==> config.mk <==
export PLATFORM = sky130hd
export DESIGN_NAME = chs_thermo_scheduler
export DESIGN_NICKNAME = d
export VERILOG_FILES = /design/src/rtl/chs_thermo_scheduler.sv
export SDC_FILE = /design/constraint.sdc
export NUM_CORES = 1
export LEC_CHECK = 0
export ABC_AREA = 1
export ABC_CLOCK_PERIOD_IN_PS = 16800
export BUFFER_PORTS_ARGS = -buffer_cell sky130_fd_sc_hd__clkbuf_2
export CAP_MARGIN = 20
export CORE_ASPECT_RATIO = 0.7
export CORE_MARGIN = 2
export CORE_UTILIZATION = 66
export DETAILED_ROUTE_END_ITERATION = 10
export PLACE_DENSITY_LB_ADDON = 0.05
export SETUP_SLACK_MARGIN = 0.15
export SLEW_MARGIN = 30
export SYNTH_ARGS = -nofsm -noshare
export SYNTH_HDL_FRONTEND = slang
export SYNTH_SLANG_ARGS = --single-unit
==> constraint.sdc <==
create_clock -name clk -period 16.8 [get_ports clk]
set_clock_uncertainty 0.15 [all_clocks]
set_input_delay 3.36 -clock clk [delete_from_list [all_inputs] [get_ports clk]]
set_output_delay 3.36 -clock clk [all_outputs]
set_load 0.01 [all_outputs]
==> src/rtl/chs_thermo_scheduler.sv <==
// Closed-loop cool/heat sequencer: hysteresis mode select, reversal dead-time and ramped fan speed.
// Optional sample watchdog with FAULT state enabled by defining CHS_SCHED_WDOG_EN.
module chs_thermo_scheduler #(
    parameter int unsigned HYST      = 2,
    parameter int unsigned GAIN      = 4,
    parameter int unsigned RAMP_STEP = 16,
    parameter int unsigned RAMP_DIV  = 4,
    parameter int unsigned DEAD_CYC  = 8
`ifdef CHS_SCHED_WDOG_EN
    ,
    parameter int unsigned WDOG_CYC  = 1024
`endif
) (
    input  logic       clk,
    input  logic       arst,
    input  logic       enable,
    input  logic [7:0] temp_set,
    input  logic [7:0] temp_cur,
    input  logic       sample_valid,
    output logic [7:0] speed,
    output logic [7:0] chs_conf,
    output logic [2:0] ctrl_state,
    output logic       fault
);
    localparam int PRE_W  = (RAMP_DIV > 1) ? $clog2(RAMP_DIV) : 1;
    localparam int DEAD_W = (DEAD_CYC > 1) ? $clog2(DEAD_CYC) : 1;

    typedef enum logic [2:0] {
        S_IDLE  = 3'd0,
        S_COOL  = 3'd1,
        S_HEAT  = 3'd2,
        S_DEAD  = 3'd3,
        S_FAULT = 3'd4
    } state_t;

    typedef enum logic [1:0] {
        D_NONE = 2'd0,
        D_COOL = 2'd1,
        D_HEAT = 2'd2
    } dir_t;

    function automatic logic [7:0] sat_u8(input logic [15:0] v);
        return (v > 16'd255) ? 8'hFF : v[7:0];
    endfunction

    // Move toward tgt by at most RAMP_STEP without overshooting or wrapping.
    function automatic logic [7:0] ramp_to(input logic [7:0] cur, input logic [7:0] tgt);
        logic [7:0] diff;
        logic [7:0] step;
        diff = (tgt > cur) ? (tgt - cur) : (cur - tgt);
        step = (diff > 8'(RAMP_STEP)) ? 8'(RAMP_STEP) : diff;
        return (tgt > cur) ? (cur + step) : (cur - step);
    endfunction

    state_t            state_q, state_d;
    dir_t              last_dir_q, last_dir_d;
    logic [7:0]        temp_q, temp_d;
    logic [7:0]        speed_q, speed_d;
    logic [PRE_W-1:0]  pre_q, pre_d;
    logic [DEAD_W-1:0] dead_q, dead_d;

    logic       hot, cold, tick;
    logic [7:0] err, target;

    always_comb begin
        hot    = {1'b0, temp_q} > ({1'b0, temp_set} + 9'(HYST));
        cold   = ({1'b0, temp_q} + 9'(HYST)) < {1'b0, temp_set};
        err    = (temp_q >= temp_set) ? (temp_q - temp_set) : (temp_set - temp_q);
        target = 8'd0;
        if (state_q == S_COOL || state_q == S_HEAT)
            target = sat_u8(16'(err) * 16'(GAIN));
        tick    = (pre_q == PRE_W'(RAMP_DIV - 1));
        pre_d   = tick ? '0 : pre_q + 1'b1;
        speed_d = tick ? ramp_to(speed_q, target) : speed_q;
        temp_d  = sample_valid ? temp_cur : temp_q;
    end

`ifdef CHS_SCHED_WDOG_EN
    localparam int WDOG_W = $clog2(WDOG_CYC + 1);
    logic [WDOG_W-1:0] wdog_q, wdog_d;
    logic              wdog_to;

    always_comb begin
        wdog_to = (wdog_q >= WDOG_W'(WDOG_CYC));
        wdog_d  = sample_valid ? '0 : (wdog_to ? wdog_q : wdog_q + 1'b1);
    end

    always_ff @(posedge clk) begin
        if (arst) wdog_q <= '0;
        else      wdog_q <= wdog_d;
    end
`endif

    always_comb begin
        state_d    = state_q;
        last_dir_d = last_dir_q;
        dead_d     = '0;
        case (state_q)
            S_IDLE: begin
                if (enable && hot) begin
                    if (last_dir_q == D_HEAT) state_d = S_DEAD;
                    else begin
                        state_d    = S_COOL;
                        last_dir_d = D_COOL;
                    end
                end else if (enable && cold) begin
                    if (last_dir_q == D_COOL) state_d = S_DEAD;
                    else begin
                        state_d    = S_HEAT;
                        last_dir_d = D_HEAT;
                    end
                end
            end
            S_COOL: begin
                if (!enable)                state_d = S_IDLE;
                else if (cold)              state_d = S_DEAD;
                else if (temp_q <= temp_set) state_d = S_IDLE;
            end
            S_HEAT: begin
                if (!enable)                state_d = S_IDLE;
                else if (hot)               state_d = S_DEAD;
                else if (temp_q >= temp_set) state_d = S_IDLE;
            end
            S_DEAD: begin
                // Dead-time only starts counting once the fan has fully spun down.
                if (speed_q != 8'd0) dead_d = '0;
                else if (dead_q == DEAD_W'(DEAD_CYC - 1)) begin
                    state_d    = S_IDLE;
                    last_dir_d = D_NONE;
                end else dead_d = dead_q + 1'b1;
            end
`ifdef CHS_SCHED_WDOG_EN
            S_FAULT: begin
                if (sample_valid && speed_q == 8'd0) state_d = S_IDLE;
            end
`endif
            default: state_d = S_IDLE;
        endcase
`ifdef CHS_SCHED_WDOG_EN
        if (wdog_to && state_q != S_FAULT) begin
            state_d = S_FAULT;
            dead_d  = '0;
        end
`endif
    end

    always_ff @(posedge clk) begin
        if (arst) begin
            state_q    <= S_IDLE;
            last_dir_q <= D_NONE;
            temp_q     <= 8'd0;
            speed_q    <= 8'd0;
            pre_q      <= '0;
            dead_q     <= '0;
        end else begin
            state_q    <= state_d;
            last_dir_q <= last_dir_d;
            temp_q     <= temp_d;
            speed_q    <= speed_d;
            pre_q      <= pre_d;
            dead_q     <= dead_d;
        end
    end

    assign speed      = speed_q;
    assign chs_conf   = temp_q;
    assign ctrl_state = state_q;
`ifdef CHS_SCHED_WDOG_EN
    assign fault = (state_q == S_FAULT);
`else
    assign fault = 1'b0;
`endif
endmodule

==> impl_metrics.yaml <==
logic_synthesis:
  yosysWarnings: 0
  syn_inst: 572
  synth_seq_area_share_pct: 13.3
  syn_avg_cell_area_um2: 6.59
  syn_area_um2: 3770
  async_flop_share_pct: 0
  synth-seq-cells: 25
  synth_flop_cell: "dfxtp_1"
  synth.distinct_cells: 44
  synth-edff-count: 0
setup_path:
  crit_path_max_fanout: 12
  critPathBufInv: 8
  r2r_cells: 45
  reg2reg_slack_ns: 9.76
  crit_top_cell: "nor2_1"
  path_depth: 45
  cp-start-kind: "input pin"
  path_class: "in -> reg"
  crit_family: "simple AND/OR/NAND/NOR gates"
  slowest_stage: "ha_1"
  end_kind: "flip-flop"
  arrival_ns: 9.84
  required_ns: 16.87
  cpPeakStageDelay_ns: 0.45
die:
  dieArea_um2: 6340
  start_util_pct: 70.3
  die_w_um: 94.3
  ios: 40
  rows: 22
  design.core.area_um2: 5370
  die_h_um: 67.2
cts:
  htree_levels: 1
  insertion_delay_ns: 0.28
  clock_path_buffers: 2
  numCtsBuffers: 3
  ctsResizeCount: 0
  root_buffer: "clkbuf_8"
  postCtsSetupBuffers: 0
  cts.clk_slew.worst_paths_ns: 0.09
  cts_tree: "done"
  postCtsHoldBufs: 0
  cts.sinks: 25
sta:
  period_share_pct: 58.1
  setup_violations: 0
  fin_crit_ns: 9.77
  relSlewSlack_pct: 59.9
  finalSetupTns_ns: 0
  fmax_mhz: 102
  hold_viol: 0
  rsz0062_at_grt: "false"
  worst_slew_pin_slew_ns: 0.597
  slew_viol_final: 0
placement:
  hpwl_um: 8310
  portBuffers: 37
  gp_congestion: 1.02
global_routing:
  grt_overflow: 0
  grtUsageTotal_pct: 33.4
  grt_start_max_net_pins: 16
  grt_pass1_vias: 3372
  grt_pass1_wl_um: 16500
  antenna_found_initial: 0
detailed_routing:
  drc: 0
  wl_um: 10100
  ant_nets: 0
  wl_per_cell_um: 14.9
  first_iter_violations: 405
  first_pass_iters: 6
  drt-vias-per-instance: 5.69
  num_vias: 3851
hold_path:
  hold_path.class: "reg -> reg"
  min_path_cells: 1
run:
  drv_cap: 0
cells_and_area:
  syn2layout_area_growth_pct: 7.03
  insertedDiodeCount: 0
  layout-drive-gt1-share_pct: 13.4
  layout_commonest_cell: "nand2_1"
  mostFrequentLayoutCells: "115 x nand2_1, 106 x inv_1, 63 x ha_1"
  nets: 693
run_status:
  status: "finished clean"
## cell families after synthesis
group                    count (synthesis)  share of synthesized area [%]
buffers and inverters                  121                           12.8
other                                    1                         0.0994
AND/OR/NAND/NOR                        240                           31.0
XOR/XNOR                                24                           5.57
adder cells (fa/ha/maj)                 67                           23.0
flip-flops                              25                           13.3
AO/OA/AOI/OAI                           94                           14.3
## stage by stage
step / cell area [um2] / utilization, % / std cells / hold slack, ns / setup WS, ns
final: 4040 / 75.2 / 677 / 0.274 / 7.03
after global routing: 4040 / 75.2 / 677 / 0.281 / 6.44
after CTS: 4040 / 75.2 / 677 / 0.275 / 7.18
after detailed placement: 3990 / 74.3 / 673 / 0.262 / 6.91
after global placement: 3990 / 74.3 / 673 / 0.257 / 7.13
after floorplan: 3770 / - / 573 / 0.249 / 7.73
## worst paths after layout
kind	from	endpoint
worst max register to register	chs_conf[0]$_SDFFE_PP0P_	speed[7]$_SDFFE_PP0P_
worst min-delay path	pre_q[0]$_SDFF_PP0_	pre_q[0]$_SDFF_PP0_
worst max-delay path	temp_set[0]	speed[7]$_SDFFE_PP0P_
worst min register to register	pre_q[0]$_SDFF_PP0_	pre_q[0]$_SDFF_PP0_
## cells in the mapped netlist, types with 4 or more instances
master / n / area [um2]
nor3_1: 7 / 35.0
o22ai_1: 4 / 25.0
clkbuf_1: 4 / 15.0
nand3_1: 28 / 140
o21ai_1: 4 / 20.0
nor2_1: 44 / 165
inv_1: 106 / 398
fa_1: 4 / 80.1
xnor2_1: 6 / 52.6
nand2_4: 9 / 101
ha_1: 63 / 788
nand2_2: 14 / 87.6
a21oi_1: 41 / 205
nand4_1: 11 / 68.8
nand2_1: 115 / 432
inv_2: 4 / 15.0
nand3_2: 4 / 40.0
dfxtp_1: 25 / 500
o21ai_0: 29 / 145
xor2_1: 18 / 158
## flip-flops by register name (all words and copies together), names as in the netlist
register and cells:
dead_q 3, chs_conf 8, speed 8, ctrl_state 2, pre_q 2, last_dir_q 2
## routing by layer
metal,vias up,GRT usage [%],share of wire [%]
met5,-,0,0
met4,0,5.25,0.69
met3,9,5.47,11
met2,218,47.7,38
met1,1725,52.6,50
li1,1899,-,-
## area by class of cell
cell class / count / area (um2)
multi-input combinational: 427 / 2790
tap: 72 / 90.1
clock buffer: 3 / 41.3
clock inverter: 1 / 5.00
inverter: 112 / 423
fill: 421 / 1330
timing repair buffer: 37 / 185
sequential: 25 / 500
Power is left out: the tool's default activity adds up to more than one toggle a clock period on the data nets, which glitch-free logic cannot reach.
